**src/rtl/seg_pkg.sv**
```systemverilog
// Shared constants, state encoding and segment decode for the seg_scan display driver.
package seg_pkg;

    localparam int unsigned DIGITS  = 4;
    localparam int unsigned BIN_W   = 14;
    localparam int unsigned BCD_W   = 16;
    localparam int unsigned SEG_W   = 7;
    localparam int unsigned MAX_VAL = 9999;

    localparam logic [SEG_W-1:0]  SEG_OFF = 7'h7F;
    localparam logic [DIGITS-1:0] AN_OFF  = 4'hF;

    // Active-low {g,f,e,d,c,b,a}; entry 9 first so SEG_PAT[d] yields digit d.
    localparam logic [9:0][SEG_W-1:0] SEG_PAT = {
        7'h10, 7'h00, 7'h78, 7'h02, 7'h12, 7'h19, 7'h30, 7'h24, 7'h79, 7'h40
    };

    typedef enum logic [1:0] {
        ST_IDLE  = 2'd0,
        ST_SHIFT = 2'd1,
        ST_DONE  = 2'd2
    } conv_state_e;

    function automatic logic [SEG_W-1:0] seg_pattern(input logic [3:0] d);
        if (d > 4'd9) begin
            return SEG_OFF;
        end
        return SEG_PAT[d];
    endfunction

endpackage

```
**src/rtl/seg_scan_if.sv**
```systemverilog
// Control/display bundle between the display driver and its upstream/downstream logic.
interface seg_scan_if;
    import seg_pkg::*;

    logic                scan_clk;
    logic                blink_tick;
    logic                blink_en;
    logic [BIN_W-1:0]    value;
    logic                load;
    logic                busy;
    logic [DIGITS-1:0]   an;
    logic [SEG_W-1:0]    seg;

    modport master (
        output scan_clk, blink_tick, blink_en, value, load,
        input  busy, an, seg
    );

    modport slave (
        input  scan_clk, blink_tick, blink_en, value, load,
        output busy, an, seg
    );

endinterface

```
**src/rtl/bin2bcd_seq.sv**
```systemverilog
// Sequential double-dabble: saturates the input, then 14 shift/add-3 steps into a 16-bit BCD scratch.
module bin2bcd_seq
    import seg_pkg::*;
(
    input  logic             clk,
    input  logic             rst_n,
    input  logic             start_i,
    input  logic [BIN_W-1:0] bin_i,
    output logic             busy_o,
    output logic             done_o,
    output logic [BCD_W-1:0] bcd_o
);

    conv_state_e      state_q;
    logic [BIN_W-1:0] bin_q;
    logic [BCD_W-1:0] bcd_q;
    logic [BCD_W-1:0] adj_c;
    logic [3:0]       cnt_q;
    logic             busy_q;
    logic             done_q;

    // Add 3 to every nibble that would overflow past 9 after the shift.
    always_comb begin
        adj_c = bcd_q;
        for (int n = 0; n < 4; n++) begin
            if (bcd_q[4*n +: 4] >= 4'd5) begin
                adj_c[4*n +: 4] = bcd_q[4*n +: 4] + 4'd3;
            end
        end
    end

    always_ff @(posedge clk) begin
        if (!rst_n) begin
            state_q <= ST_IDLE;
            bin_q   <= '0;
            bcd_q   <= '0;
            cnt_q   <= '0;
            busy_q  <= 1'b0;
            done_q  <= 1'b0;
        end else begin
            case (state_q)
                ST_IDLE: begin
                    if (start_i) begin
                        bin_q   <= (bin_i > BIN_W'(MAX_VAL)) ? BIN_W'(MAX_VAL) : bin_i;
                        bcd_q   <= '0;
                        cnt_q   <= '0;
                        busy_q  <= 1'b1;
                        state_q <= ST_SHIFT;
                    end
                end
                ST_SHIFT: begin
                    bcd_q <= {adj_c[BCD_W-2:0], bin_q[BIN_W-1]};
                    bin_q <= {bin_q[BIN_W-2:0], 1'b0};
                    if (cnt_q == 4'(BIN_W - 1)) begin
                        done_q  <= 1'b1;
                        state_q <= ST_DONE;
                    end else begin
                        cnt_q <= cnt_q + 4'd1;
                    end
                end
                ST_DONE: begin
                    done_q  <= 1'b0;
                    busy_q  <= 1'b0;
                    state_q <= ST_IDLE;
                end
                default: begin
                    done_q  <= 1'b0;
                    busy_q  <= 1'b0;
                    state_q <= ST_IDLE;
                end
            endcase
        end
    end

    assign busy_o = busy_q;
    assign done_o = done_q;
    assign bcd_o  = bcd_q;

endmodule

```
**src/rtl/seg_scan.sv**
```systemverilog
// Four-digit multiplexed seven-segment driver with leading-zero blanking and blink.
module seg_scan
    import seg_pkg::*;
(
    input  logic     clk,
    input  logic     rst_n,
    seg_scan_if.slave bus
);

    logic             conv_busy;
    logic             conv_done;
    logic [BCD_W-1:0] conv_bcd;

    bin2bcd_seq u_conv (
        .clk     (clk),
        .rst_n   (rst_n),
        .start_i (bus.load),
        .bin_i   (bus.value),
        .busy_o  (conv_busy),
        .done_o  (conv_done),
        .bcd_o   (conv_bcd)
    );

    logic              scan_prev_q;
    logic [1:0]        idx_q;
    logic [BCD_W-1:0]  disp_q;
    logic              blink_q;
    logic              upd_q;
    logic [DIGITS-1:0] pat_an_q;
    logic [SEG_W-1:0]  pat_seg_q;
    logic [DIGITS-1:0] an_q;
    logic [SEG_W-1:0]  seg_q;

    logic              scan_edge_c;
    logic              blink_d;
    logic [1:0]        idx_nx_c;
    logic [3:0]        digit_c;
    logic [3:0]        blank_c;
    logic [DIGITS-1:0] pat_an_d;
    logic [SEG_W-1:0]  pat_seg_d;

    // The pattern for the upcoming digit is taken from the display register at the scan edge.
    always_comb begin
        scan_edge_c = bus.scan_clk & ~scan_prev_q;
        blink_d     = bus.blink_en & (blink_q ^ bus.blink_tick);
        idx_nx_c    = idx_q + 2'd1;
        blank_c[3]  = (disp_q[15:12] == 4'd0);
        blank_c[2]  = blank_c[3] & (disp_q[11:8] == 4'd0);
        blank_c[1]  = blank_c[2] & (disp_q[7:4] == 4'd0);
        blank_c[0]  = 1'b0;
        digit_c     = disp_q[{idx_nx_c, 2'b00} +: 4];
        pat_an_d    = ~(DIGITS'(1) << idx_nx_c);
        pat_seg_d   = seg_pattern(digit_c);
        if (blank_c[idx_nx_c]) begin
            pat_an_d  = AN_OFF;
            pat_seg_d = SEG_OFF;
        end
    end

    always_ff @(posedge clk) begin
        if (!rst_n) begin
            scan_prev_q <= 1'b1;
            idx_q       <= '0;
            disp_q      <= '0;
            blink_q     <= 1'b0;
            upd_q       <= 1'b0;
            pat_an_q    <= AN_OFF;
            pat_seg_q   <= SEG_OFF;
            an_q        <= AN_OFF;
            seg_q       <= SEG_OFF;
        end else begin
            scan_prev_q <= bus.scan_clk;
            if (scan_edge_c) begin
                idx_q     <= idx_nx_c;
                pat_an_q  <= pat_an_d;
                pat_seg_q <= pat_seg_d;
            end
            if (conv_done) begin
                disp_q <= conv_bcd;
            end
            blink_q <= blink_d;
            upd_q   <= scan_edge_c | (blink_d ^ blink_q);
            if (upd_q) begin
                an_q  <= blink_q ? AN_OFF  : pat_an_q;
                seg_q <= blink_q ? SEG_OFF : pat_seg_q;
            end
        end
    end

    assign bus.busy = conv_busy;
    assign bus.an   = an_q;
    assign bus.seg  = seg_q;

endmodule

```
**src/flat_wrapper.sv**
```systemverilog
// flat-port wrapper written by rule: the top's interface ports become plain ports
module seg_scan_flat import seg_pkg::*;
  (clk, rst_n, bus_scan_clk, bus_blink_tick, bus_blink_en, bus_value, bus_load, bus_busy, bus_an, bus_seg);
  seg_scan_if bus_i ();
  input  logic clk;
  input  logic rst_n;
  input wire logic [$bits(bus_i.scan_clk)-1:0] bus_scan_clk;
  input wire logic [$bits(bus_i.blink_tick)-1:0] bus_blink_tick;
  input wire logic [$bits(bus_i.blink_en)-1:0] bus_blink_en;
  input wire logic [$bits(bus_i.value)-1:0] bus_value;
  input wire logic [$bits(bus_i.load)-1:0] bus_load;
  output wire logic [$bits(bus_i.busy)-1:0] bus_busy;
  output wire logic [$bits(bus_i.an)-1:0] bus_an;
  output wire logic [$bits(bus_i.seg)-1:0] bus_seg;
  assign bus_i.scan_clk = bus_scan_clk;
  assign bus_i.blink_tick = bus_blink_tick;
  assign bus_i.blink_en = bus_blink_en;
  assign bus_i.value = bus_value;
  assign bus_i.load = bus_load;
  assign bus_busy = bus_i.busy;
  assign bus_an = bus_i.an;
  assign bus_seg = bus_i.seg;
  seg_scan u_core (.clk(clk), .rst_n(rst_n), .bus(bus_i));
endmodule
```
**config.mk**
```make
export PLATFORM = sky130hd
export DESIGN_NAME = seg_scan_flat
export DESIGN_NICKNAME = d
export VERILOG_FILES = /design/src/rtl/seg_pkg.sv /design/src/rtl/seg_scan_if.sv /design/src/rtl/bin2bcd_seq.sv /design/src/rtl/seg_scan.sv /design/src/flat_wrapper.sv
export SDC_FILE = /design/constraint.sdc
export NUM_CORES = 1
export LEC_CHECK = 0
export ABC_AREA = 1
export CORE_MARGIN = 8
export CORE_UTILIZATION = 49
export DETAILED_ROUTE_END_ITERATION = 10
export PLACE_DENSITY = 0.69
export SYNTH_ARGS = -nofsm -noshare
export SYNTH_HDL_FRONTEND = slang
export SYNTH_SLANG_ARGS = --single-unit
```
**constraint.sdc**
```tcl
create_clock -name clk -period 3.77 [get_ports clk]
set_clock_uncertainty 0.15 [all_clocks]
set_input_delay 0.5655 -clock clk [delete_from_list [all_inputs] [get_ports clk]]
set_output_delay 0.5655 -clock clk [all_outputs]
set_load 0.1 [all_outputs]
```
Word-level counts from Yosys, hierarchy flattened:

Memories as Yosys holds them, arrays and structs flattened.
Index checks and enable logic that the tools add are counted.
W data, S select, Z words.

* word-level logic and storage cells: 87
* input bits: 20
* output and inout port bits: 12
* memories kept: 1
* register bits: 81
* bits in read-only memories: 112

* mux-type cells: 29
* equality and inequality tests: 5
* bitwise logic cells: 11
* add/sub/neg operators: 6
* reductions and logical operators: 10
* order comparisons: 8
* shifts and indexed selects: 2

Memories
* (no name shown): depth 16, bits a word 7, rd ports 1, clocked after Yosys merged registers in 0, wr ports 0, RTL line seg_pkg.sv:28 `return SEG_PAT[d];`

Operators with widths (count)
* $mux W7: 5
* $pmux W16 S2: 1
* $mux W14: 2
* $mux W4: 7
* $pmux W14 S2: 1
* $ge A4 B3 Y1 const B: 4
* $mux W16: 1
* $shiftx A16 B5 Y4: 1
* $gt A14 B14 Y1 const B: 1
* $add A4 B2 Y4 const B: 3
* $logic_not A4 Y1: 3
* $pmux W4 S2: 1
* $reduce_and A2 Y1: 4
* $ne A2 B2 Y1 const B: 3
* $lt A4 B5 Y1 const B: 1
* $add A4 B1 Y4 const B: 1
* $and A1 B1 Y1: 4
* $eq A4 B4 Y1 const B: 1
* $gt A4 B4 Y1 const B: 1
* $mux W1: 4
* $mux W2: 2
* $not A4 Y4: 1
* $pmux W1 S2: 2
* $pmux W2 S2: 1
* other kinds (13): 16

Depth between registers and ports, before layout:

* depth in word-level cells: 6
* mapped depth: 16
* mapped depth without buffers: 15

Modules after synthesis:

Synthesis repeated with hierarchy kept, for this count alone.

* cells, all modules: 550
* area, all modules: 3966.3 um^2

By module, submodules not included
* seg_scan: cells an instance 275, area an instance 1988.2 um^2, instances 1, sequential area each 860.8 um^2
* bin2bcd_seq: cells an instance 275, area an instance 1978.1 um^2, instances 1, sequential area each 760.7 um^2

Least setup slack after synthesis:

No wires, ideal clock.

* kind: register to register
* from: reg u_core.idx_q[0]
* to: reg u_core.pat_seg_q[3]
* path slack: 1405 ps
* clock period less this slack: 2365 ps
* setup time: 59 ps
* data required time: 3561 ps
* stages on the path, launching flop included: 17
* arrival: 2156 ps
* path buffers: 1
* path through: dfxtp_1 > inv_2 > buf_6 > ha_1 > inv_2 > o211ai_1 > nand2_1 > inv_1 > ha_1 > or2_2 > nand2_2 > nand2_2 > nand2_2 > inv_2 > nand2_1 > nand2_1 > nand2_1

* cells in the longest elaborated chain, start to end: 6
* elaborated cells on any way between the ends: 10
* classes of those cells: 1 x add/sub; 1 x order compare; 1 x shift; 6 x mux; 1 x memory

RTL lines
* start, declared: RTL line seg_scan.sv:25 `logic [1:0] idx_q;`
* start signal, assigned: RTL line seg_scan.sv:74 `idx_q <= idx_nx_c;`
* $add A2 B1 Y2 (*): RTL line seg_scan.sv:46 `idx_nx_c = idx_q + 2'd1;`
* via u_core.idx_nx_c[0]: RTL line seg_scan.sv:36 `logic [1:0] idx_nx_c;`
* $shiftx A16 B5 Y4: RTL line seg_scan.sv:51 `digit_c = disp_q[{idx_nx_c, 2'b00} +: 4];`
* $mem_v2 Z16 W7 or $gt A4 B4 Y1 (tied branches)
* $mux W7 (not written as such) or $mux W1 (tied branches): RTL line seg_pkg.sv:28, seg_pkg.sv:25
* $mux W7: RTL line seg_pkg.sv:28
* $mux W7 (*): RTL line seg_scan.sv:54 `if (blank_c[idx_nx_c]) begin`
* end signal, assigned: RTL line seg_scan.sv:76 `pat_seg_q <= pat_seg_d;`
* end, declared: RTL line seg_scan.sv:30 `logic [SEG_W-1:0] pat_seg_q;`

Mark *: on every way through the listed nets, which the timed path passes. The rest lies on a longest branch. The select of a mux whose other input is x is not followed.
A chain may end at the register's enable or synchronous reset.

Worst setup path after layout:

* from: reg u_core.idx_q[0]
* to: reg u_core.pat_seg_q[1]

The elaborated chain is that of the path after synthesis.

==> impl_results.rst <==
.. list-table::
   :header-rows: 1

   * - Metric
     - Value
   * - Routed via count divided by cell count
     - 5.29
   * - Inserted Clock Buffers
     - 9
   * - # Post-CTS Setup Buffers
     - 0
   * - Cell variety after synth
     - 34
   * - Biggest fanout along the worst timing path
     - 14
   * - Hold Path Stages
     - 2
   * - Clock Sink Count
     - 81
   * - Hold-fix buffers at CTS
     - 0
   * - CTS root buffer
     - clkbuf_8
   * - Share of the synthesized area in the top cell type
     - 41.1%
   * - Worst endpoint required time
     - 3.91 ns
   * - NetSw
     - 564 uW
   * - Most used routing layer in global routing
     - met2
   * - Global routing usage on met1
     - 18.8%
   * - Largest net degree at the start of global routing
     - 36
   * - Dominant synthesized flop cell
     - dfxtp_1
   * - Die X
     - 106 microns
   * - Classification of the worst setup path
     - reg2reg
   * - Unrepaired setup endpoints after global routing
     - no
   * - WL/cell
     - 12.7 microns
   * - Nets in the synthesized netlist
     - 569
   * - Aggregate global-route resource usage
     - 15.4%
   * - Peak supply drop
     - 232 uV
   * - Type of destination of the critical path
     - register
   * - Number of resized instances in the post-cts repair step
     - 0
   * - Initial antenna violation count
     - 0
   * - Cell area after synthesis
     - 3940 sq um
   * - Relative max-transition margin
     - 34.5%
   * - Wire length of the first global-routing pass
     - 14600 microns
   * - Number of synthesized register bits
     - 81
   * - Area overhead of the layout relative to synthesis
     - 14.3%
   * - Sequential share of power
     - 45.6%
   * - Vias in the first global route
     - 3237
   * - Overall die area
     - 11200 sq um
   * - Core area
     - 7770 sq um
   * - Min-Delay Path Class
     - reg2reg
   * - Share of synthesized registers carrying an async set or reset
     - 0%
   * - Number of cells on the worst reg-to-reg path
     - 15
   * - Clock-pin transition on the worst setup and hold timing paths
     - 0.10 ns
   * - Number of top-level design ports
     - 32
   * - Met2 usage in global routing
     - 26.4%
   * - Combinational share of power
     - 14.1%
   * - Clock tree buffer depth
     - 2
   * - Total non-filler cell area in the finished layout
     - 4500 sq um
   * - Total via count in the routed design
     - 3469
   * - Footprint of the multi-input gates
     - 1990 sq um
   * - Post-placement cell area
     - 4250 sq um
   * - Antenna cells
     - 0
   * - Final hold vios
     - 0
   * - Effective utilization at floorplan
     - 50.7%
   * - GR met3 Demand/Resource
     - 3.17%
   * - Max H-tree Level
     - 3
   * - Share of post-route cells with drive strength above 1
     - 10.1%
   * - Static Leak
     - 1.81 nW
   * - Worst setup slack for register-to-register paths
     - 0.93 ns
   * - Combined flip-flop and latch cell area
     - 1620 sq um
   * - Sort of element at the start of the critical path
     - register
   * - Total of endpoints with negative setup slack in the final report
     - 0
   * - DRC errors left
     - 0
   * - Total half-perimeter wirelength after legalization and detailed placement
     - 5860 microns
   * - CTS tree
     - yes
   * - Yosys Warn Count
     - 0
   * - Weighted congestion at the end of routability-driven global placement
     - 0.866
   * - Max-cap check violation count
     - 0
   * - Min Tclk post-route
     - 2.84 ns
   * - Total overflow reported by the global router
     - 0
   * - Pwr per Cell Area
     - 443 nW/um^2
   * - # nets final
     - 588
   * - Number of iterations in the first detailed-routing pass
     - 4
   * - Filler cell count in the final layout
     - 728
   * - EDFF count, synth
     - 0
   * - Top cell type by total area after synthesis
     - dfxtp_1
   * - Setup TNS
     - 0 ns
   * - Worst Tran Pin Value
     - 0.979 ns
   * - Area contributors post-synth
     - dfxtp_1, nand2_1, a21oi_1
   * - Critical path arrival
     - 2.98 ns
   * - Upper clock frequency limit
     - 352 MHz
   * - Count of input and output buffers
     - 31
   * - Final Routed Wirelength
     - 8320 microns
   * - Max-slew violation total from the final report
     - 0
   * - Cells after Synth
     - 530
   * - Switching share of total power
     - 28.3%
   * - Number of DRC markers after the initial detailed-route iteration
     - 159
   * - Internal power summed over all cells
     - 1.43 mW
   * - Fraction of power consumed by the clock network
     - 40.2%
   * - Sequential share of the synthesized area
     - 41.1%
   * - Mean instance size in the synthesized netlist
     - 7.44 sq um
   * - Antenna Nets Post-Route
     - 0
   * - Die Height
     - 106 microns
   * - Clock insertion delay at the later pin of the skew report
     - 0.35 ns
   * - Share of the clock period used by the worst path after layout
     - 75.3%
   * - Outcome
     - finished clean
   * - Core Rows
     - 32
[flip-flops by register name, indices dropped and copies added (netlist names)]
| signal | cells |
|---|---|
| u_core.scan_prev_q | 1 |
| u_core.u_conv.bcd_o | 16 |
| u_core.blink_q | 1 |
| u_core.upd_q | 1 |
| u_core.disp_q | 16 |
| u_core.bus.an | 4 |
| u_core.u_conv.done_o | 1 |
| u_core.u_conv.cnt_q | 4 |
| u_core.u_conv.bin_q | 14 |
| u_core.bus.seg | 7 |
| u_core.pat_seg_q | 7 |
| u_core.u_conv.state_q | 2 |
| u_core.pat_an_q | 4 |
| u_core.idx_q | 2 |
| u_core.u_conv.busy_o | 1 |
[cells in the mapped netlist, types with 3 or more instances]
| master | count |
|---|---|
| o21ai_0 | 51 |
| inv_2 | 8 |
| nor2_1 | 24 |
| nor3_1 | 4 |
| nand2_1 | 119 |
| o21ai_1 | 8 |
| buf_2 | 4 |
| or2_2 | 12 |
| nand3_1 | 43 |
| inv_1 | 38 |
| nand4_1 | 6 |
| a22oi_1 | 3 |
| nand2_2 | 5 |
| clkbuf_1 | 12 |
| a21oi_1 | 62 |
| xor2_1 | 4 |
| buf_6 | 5 |
| buf_4 | 3 |
| dfxtp_1 | 81 |
| ha_1 | 19 |
[power by group through the flow]
stage / Clock (mW) / Sequential [mW] / Combinational (mW)
2_1_floorplan: 0 / 0.988 / 0.156
3_3_place_gp: 0 / 0.928 / 0.277
3_5_place_dp: 0 / 0.929 / 0.283
4_1_cts: 0.820 / 0.909 / 0.284
5_1_grt: 0.849 / 0.914 / 0.312
6_report: 0.803 / 0.910 / 0.282
[routing by layer]
layer  wire (microns)  vias to the layer above
met3              282                        7
met2             3920                       63
met1             4030                     1606
met4               91                        0
li1                 -                     1793
met5                0                        -
[worst paths after layout]
check / from / to
worst min register to register: u_core.pat_seg_q[0] / u_core.pat_seg_q[0]
worst max register to register: u_core.idx_q[0] / u_core.pat_seg_q[1]
worst min-delay path: u_core.pat_seg_q[0] / u_core.pat_seg_q[0]
worst max-delay path: u_core.idx_q[0] / u_core.pat_seg_q[1]
[placed cells by master, fill, tap and decap left out, types with 2 or more instances in the layout]
cell type        instances
nand2_1                119
a22oi_1                  3
nor2_4                   2
inv_1                   38
ha_1                    19
o21ai_0                 51
nand2_2                  5
nand4_1                  6
clkdlybuf4s50_1         31
o211ai_1                 2
a31oi_1                  2
inv_6                    3
a22oi_2                  2
or2_2                   12
xor2_1                   4
dfxtp_1                 81
a21oi_1                 62
inv_2                    8
nand2_4                  2
nor3_1                   4
nand3_1                 43
bufinv_16                3
nor2_1                  24
o21ai_1                  8
buf_4                    2
clkbuf_8                 9
[cells by family (layout without fill, tap and decap cells)]
family,count (synthesis),after routing,share of synthesized area [%]
DFF,81,81,41.1
buffers and inverters,73,97,8.38
and+or+nand+nor,220,220,25.5
AOI/OAI and AO/OA,132,132,17.8
muxes,1,1,0.286
xor gates and xnor gates,4,4,0.889
adders and majority gates,19,19,6.03
[per-stage QoR]
step / instances / power (mW) / worst slack [ns] / hold WS, ns / util, %
6_report: 656 / 1.99 / 0.932 / 0.322 / 58.0
5_1_grt: 656 / 2.08 / 0.704 / 0.348 / 58.0
4_1_cts: 656 / 2.01 / 0.946 / 0.322 / 58.0
3_5_place_dp: 640 / 1.21 / 0.951 / 0.301 / 54.7
3_3_place_gp: 640 / 1.21 / 1.06 / 0.301 / 54.7
2_1_floorplan: 530 / 1.14 / 1.40 / 0.285 / -
[final cells by class]
class	instances	share of cell area (%)
multi-input combinational	376	44.2
sequential	81	36.0
timing repair buffer	33	7.22
inverter	48	4.06
clock inverter	7	2.95
tap	102	2.83
clock buffer	9	2.75
[critical path, cell delays in order (launching register included)]
cell	delay [ns]
dfxtp_1	0.59
inv_2	0.20
ha_1	0.42
inv_2	0.15
o211ai_1	0.10
nand2_1	0.14
inv_1	0.10
ha_1	0.20
or2_2	0.30
nand2_2	0.07
nand2_2	0.05
nand2_2	0.08
inv_2	0.05
nand2_1	0.05
nand2_1	0.04
nand2_1	0.09
(Power assumes the default switching activity.)
